File: src/rtl/prefix_subtractor_pipe.sv
// Three-stage pipelined subtractor A - B - Bin built as A + ~B + ~Bin on a Kogge-Stone carry network.
// Latency 3 cycles; valid/ready handshake, each stage advances when the one below is empty or moving.
module prefix_subtractor_pipe #(
  parameter int WIDTH = 8
) (
  input  logic             CLK,
  input  logic             RST,
  input  logic             InValid,
  output logic             InReady,
  input  logic [WIDTH-1:0] A,
  input  logic [WIDTH-1:0] B,
  input  logic             Bin,
  output logic             OutValid,
  input  logic             OutReady,
  output logic [WIDTH-1:0] Diff,
  output logic             BorrowOut,
  output logic             Overflow
);

  logic             s1_valid;
  logic [WIDTH-1:0] s1_g;
  logic [WIDTH-1:0] s1_p;
  logic             s1_cin;
  logic             s1_a_msb;
  logic             s1_b_msb;

  logic             s2_valid;
  logic [WIDTH-1:0] s2_p;
  logic [WIDTH:0]   s2_c;
  logic             s2_a_msb;
  logic             s2_b_msb;

  logic             s3_valid;

  logic             s1_free;
  logic             s2_free;
  logic             s3_free;

  logic [WIDTH-1:0] ks_g;
  logic [WIDTH-1:0] ks_p;
  logic [WIDTH-1:0] nxt_g;
  logic [WIDTH-1:0] nxt_p;
  logic [WIDTH-1:0] s3_diff;

  // A stage can take new data when it is empty or its content moves down this edge.
  assign s3_free  = !s3_valid || OutReady;
  assign s2_free  = !s2_valid || s3_free;
  assign s1_free  = !s1_valid || s2_free;
  assign InReady  = !RST && s1_free;
  assign OutValid = s3_valid;

  // Carry-in folds into bit 0's generate, so the prefix G of bits [i:0] is the carry into bit i+1.
  always_comb begin
    ks_g    = s1_g;
    ks_p    = s1_p;
    ks_g[0] = s1_g[0] | (s1_p[0] & s1_cin);
    nxt_g   = '0;
    nxt_p   = '0;
    for (int d = 1; d < WIDTH; d = d * 2) begin
      nxt_g = ks_g;
      nxt_p = ks_p;
      for (int i = d; i < WIDTH; i++) begin
        nxt_g[i] = ks_g[i] | (ks_p[i] & ks_g[i-d]);
        nxt_p[i] = ks_p[i] & ks_p[i-d];
      end
      ks_g = nxt_g;
      ks_p = nxt_p;
    end
  end

  assign s3_diff = s2_p ^ s2_c[WIDTH-1:0];

  always_ff @(posedge CLK or posedge RST) begin
    if (RST) begin
      s1_valid <= 1'b0;
      s1_g     <= '0;
      s1_p     <= '0;
      s1_cin   <= 1'b0;
      s1_a_msb <= 1'b0;
      s1_b_msb <= 1'b0;
    end else if (s1_free) begin
      s1_valid <= InValid;
      if (InValid) begin
        s1_g     <= A & ~B;
        s1_p     <= A ^ ~B;
        s1_cin   <= ~Bin;
        s1_a_msb <= A[WIDTH-1];
        s1_b_msb <= B[WIDTH-1];
      end
    end
  end

  always_ff @(posedge CLK or posedge RST) begin
    if (RST) begin
      s2_valid <= 1'b0;
      s2_p     <= '0;
      s2_c     <= '0;
      s2_a_msb <= 1'b0;
      s2_b_msb <= 1'b0;
    end else if (s2_free) begin
      s2_valid <= s1_valid;
      if (s1_valid) begin
        s2_p     <= s1_p;
        s2_c     <= {ks_g, s1_cin};
        s2_a_msb <= s1_a_msb;
        s2_b_msb <= s1_b_msb;
      end
    end
  end

  always_ff @(posedge CLK or posedge RST) begin
    if (RST) begin
      s3_valid  <= 1'b0;
      Diff      <= '0;
      BorrowOut <= 1'b0;
      Overflow  <= 1'b0;
    end else if (s3_free) begin
      s3_valid <= s2_valid;
      if (s2_valid) begin
        Diff      <= s3_diff;
        BorrowOut <= ~s2_c[WIDTH];
        Overflow  <= (s2_a_msb != s2_b_msb) && (s3_diff[WIDTH-1] != s2_a_msb);
      end
    end
  end

endmodule

File: config.mk
export PLATFORM = sky130hd
export DESIGN_NAME = prefix_subtractor_pipe
export DESIGN_NICKNAME = d
export VERILOG_FILES = /design/src/rtl/prefix_subtractor_pipe.sv
export SDC_FILE = /design/constraint.sdc
export NUM_CORES = 1
export LEC_CHECK = 0
export ABC_AREA = 1
export CORE_MARGIN = 2
export CORE_UTILIZATION = 50
export CTS_CLUSTER_DIAMETER = 50
export DETAILED_ROUTE_END_ITERATION = 12
export PLACE_DENSITY = 0.74
export SLEW_MARGIN = 20
export SYNTH_ARGS = -nofsm -noshare
export SYNTH_HDL_FRONTEND = slang
export SYNTH_SLANG_ARGS = --single-unit
File: constraint.sdc
create_clock -name CLK -period 2.15 [get_ports CLK]
set_clock_uncertainty 0.05 [all_clocks]
set_input_delay 0.3225 -clock CLK [delete_from_list [all_inputs] [get_ports CLK]]
set_output_delay 0.3225 -clock CLK [all_outputs]
set_load 0.01 [all_outputs]
After elaboration in Yosys (flattened, before gate mapping) --
Index checks and enable logic that the tools add are counted.
Cells by class: equality and inequality tests 2, bitwise logic cells 52, reductions and logical operators 12
Operators with widths (count):
- $and 1x1->1 | 28
- $or 1x1->1 | 18
- $xor 8x8->8 | 2
- $and 8x8->8 | 1
- $not 8->8 | 1
- $reduce_and 2->1 | 3
- $logic_not 1->1 | 4
- $logic_or 1x1->1 | 3
- $logic_and 1x1->1 | 2
- $ne 1x1->1 | 2
- $not 1->1 | 2
Word-level totals: bits in registers 51, input bits 21, output and inout port bits 12

Logic depth before layout (Yosys ltp) --
depth after elaboration 8, mapped depth 8, mapped depth without buffers 8

Least setup slack after synthesis --
Ideal clock, no wire load.
kind input -> output, from input port RST, to output port InReady, data arrival time 1.642 ns, required time 1.778 ns, path slack 0.136 ns, cell stages on the path 3, path buffers 0, cells stage by stage inv_1 -> nand2_1 -> inv_1
Between the ends: word-level cells in the longest chain between the ends 2
Ends and longest elaborated chain:
- start: declaration | RTL line 7 | input logic RST,
- $logic_not 1->1 (no source line)
- $logic_and 1x1->1 | RTL line 49 | assign InReady = !RST && s1_free;
- end: declaration | RTL line 9 | output logic InReady,
Every way passes these cells.

Final worst setup path --
from input port OutReady, to output port InReady
Between the ends: word-level cells in the longest chain between the ends 4
Ends and longest elaborated chain:
- start: declaration | RTL line 14 | input logic OutReady,
- $logic_or 1x1->1 | RTL line 46 | assign s3_free = !s3_valid || OutReady;
- $logic_or 1x1->1 | RTL line 47 | assign s2_free = !s2_valid || s3_free;
- $logic_or 1x1->1 | RTL line 48 | assign s1_free = !s1_valid || s2_free;
- $logic_and 1x1->1 | RTL line 49
Every way passes these cells.

==> impl_metrics.env <==
export IMPL_route_detailed_drc=0
export IMPL_first_pass_iters=4
export IMPL_boundaryPins=33
export IMPL_min_period_ps=1950
export IMPL_fin_nets=331
export IMPL_port_buffer_count=32
export IMPL_hold_buffers=0
export IMPL_mostFrequentLayoutCell="nand2_1"
export IMPL_endpoint="InReady"
export IMPL_max_freq_ghz=0.512
export IMPL_synth_nets=297
export IMPL_crit_type="input port to primary output"
export IMPL_initial_core_util_pct=51.0
export IMPL_routed_wl_mm=3.93
export IMPL_status="finished clean"
export IMPL_syn_mean_instance_area_um2=8.88
export IMPL_gp_congestion=0.810
export IMPL_p_leak_uw=0.00143
export IMPL_rsz0062_at_grt="no"
export IMPL_ys_ff_latch=51
export IMPL_post_cts_buffers=0
export IMPL_final_cell_mix="nand2_1 (90), dfrtp_1 (51), clkdlybuf4s50_1 (32)"
export IMPL_antenna_found_initial=0
export IMPL_vias_per_cell=4.81
export IMPL_area_delta_synth_final_pct=18.4
export IMPL_p_per_area_nw_per_um2=1110
export IMPL_postRouteAntennaNets=0
export IMPL_cts_clk_slew_worst_paths_ps=90
export IMPL_clockBufferDepth=2
export IMPL_ir_drop_mv=0.472
export IMPL_grt_total_usage_pct=17.3
export IMPL_synth_distinct_cells=21
export IMPL_htree_levels=2
export IMPL_crit_arrival_ps=1580
export IMPL_finalCritPeriodShare_pct=90.9
export IMPL_setup_violations=0
export IMPL_grt_pass1_wl_mm=7.17
export IMPL_cp_required_ps=1780
export IMPL_cts_buffers=5
export IMPL_critPathLaunch="OutReady"
export IMPL_cts_root_buf="clkbuf_8"
export IMPL_yosys_warnings=0
export IMPL_clk_latency_ps=290
export IMPL_fin_area_um2=2820
export IMPL_hold_class="register to register"
export IMPL_placed_area_um2=2710
export IMPL_maxSlewHeadroom_pct=58.2
export IMPL_finalMaxSlewViolations=0
export IMPL_setup_worst_path_start_class="input port"
export IMPL_syn_area_um2=2380
export IMPL_hpwlAfterDp_mm=2.91
export IMPL_ys_seq_area_share_pct=53.7
export IMPL_die_area_um2=5320
export IMPL_cts_resized=0
export IMPL_rows=25
export IMPL_hold_viol_final=0
export IMPL_layout_drive_gt1_share_pct=7.95
export IMPL_die_width_um=73.0
export IMPL_cts_tree="built"
export IMPL_worst_pin_slew_ps=627
export IMPL_drv_cap=0
export IMPL_reg2reg_slack_ps=720
export IMPL_reg2reg_depth=5
export IMPL_grt_pass1_vias=1604
export IMPL_overflow=0
export IMPL_wl_per_cell_um=11.1
export IMPL_vias=1713
export IMPL_regToRegEndpoint="s1_p[3]"
export IMPL_cp_end_kind="primary output"
export IMPL_regToRegStartpoint="OutValid"
export IMPL_grt_max_degree=52
export IMPL_die_h_um=73.0
export IMPL_syn_inst=268
export IMPL_path_max_fanout=4
export IMPL_diodes=0
export IMPL_drt_iter0_markers=109
export IMPL_finalSetupTns_ps=0
export IMPL_numClockSinks=51
export IMPL_total_power_uw=3140
export IMPL_core_area_um2=4660
-- Yosys cell counts --
library cell	n	area [um2]
a21oi_1	5	25.0
a21oi_2	9	78.8
a31oi_1	4	25.0
buf_2	1	5.00
buf_4	1	7.51
buf_6	6	67.6
dfrtp_1	51	1280
ha_1	8	100
inv_1	31	116
inv_2	2	7.51
nand2_1	90	338
nand2_4	1	11.3
nand3_1	11	55.1
nand4_4	1	21.3
nor2_1	19	71.3
nor3_1	1	5.00
o211ai_1	1	7.51
o21ai_0	8	40.0
o21ai_1	10	50.1
xnor2_1	7	61.3
xor2_1	1	8.76
-- through the flow --
stage | setup slack (ps) | instances | utilization [%] | hold slack, ps
floorplan | 136 | 268 | - | 378
global placement | 207 | 349 | 58.1 | 385
detailed placement | 189 | 349 | 58.1 | 385
CTS | 185 | 356 | 60.4 | 398
global route | 117 | 356 | 60.4 | 448
finish | 195 | 356 | 60.4 | 399
-- registers in the layout, indices dropped and copies added, names as in the netlist --
| register | count |
|---|---|
| BorrowOut | 1 |
| Diff | 8 |
| OutValid | 1 |
| Overflow | 1 |
| s1_a_msb | 1 |
| s1_b_msb | 1 |
| s1_cin | 1 |
| s1_g | 8 |
| s1_p | 8 |
| s1_valid | 1 |
| s2_a_msb | 1 |
| s2_b_msb | 1 |
| s2_c | 9 |
| s2_p | 8 |
| s2_valid | 1 |
-- cells by family (layout without fill, tap and decap cells) --
group | count (synthesis) | after routing | synth area share (%)
flops | 51 | 51 | 53.7
compound gates | 37 | 37 | 9.52
buf+inv | 41 | 75 | 8.57
simple gates | 123 | 123 | 21.1
fa+ha+maj | 8 | 8 | 4.21
xor+xnor | 8 | 8 | 2.95
-- cell type report --
type / instances / area (um2)
Timing Repair Buffer: 35 / 343
Inverter: 33 / 124
Clock buffer: 5 / 68.8
Fill cell: 410 / 1850
Multi-Input combinational cell: 176 / 898
Sequential cell: 51 / 1280
Tap cell: 54 / 67.6
Clock inverter: 2 / 37.5
-- worst max-delay path, stage by stage --
cell and delay (ps):
clkdlybuf4s50_1 450, inv_1 90, nand4_4 90, nand2_1 60, inv_1 50, clkdlybuf4s50_1 520
-- worst min-delay path by stage --
stage / to / cells past startpoint / start
after floorplan: BorrowOut / 1 / s2_c[8]
after global placement: BorrowOut / 1 / s2_c[8]
after detailed placement: BorrowOut / 1 / s2_c[8]
after CTS: BorrowOut / 1 / s2_c[8]
after global routing: BorrowOut / 1 / s2_c[8]
final: BorrowOut / 1 / s2_c[8]
-- metal layers --
layer	share of wire [%]	GRT usage, %
met5	0	0
met4	0.86	6.17
met3	3.0	2.90
met2	45	27.3
met1	51	24.4
-- power by group --
group          internal (uW)  leakage [uW]  switching, uW
registers               1280      0.000606            211
clock network            340     0.0000502            294
logic                    500      0.000769            518
total                   2120       0.00143           1020
No activity file was read; power rests on OpenSTA's default activity.
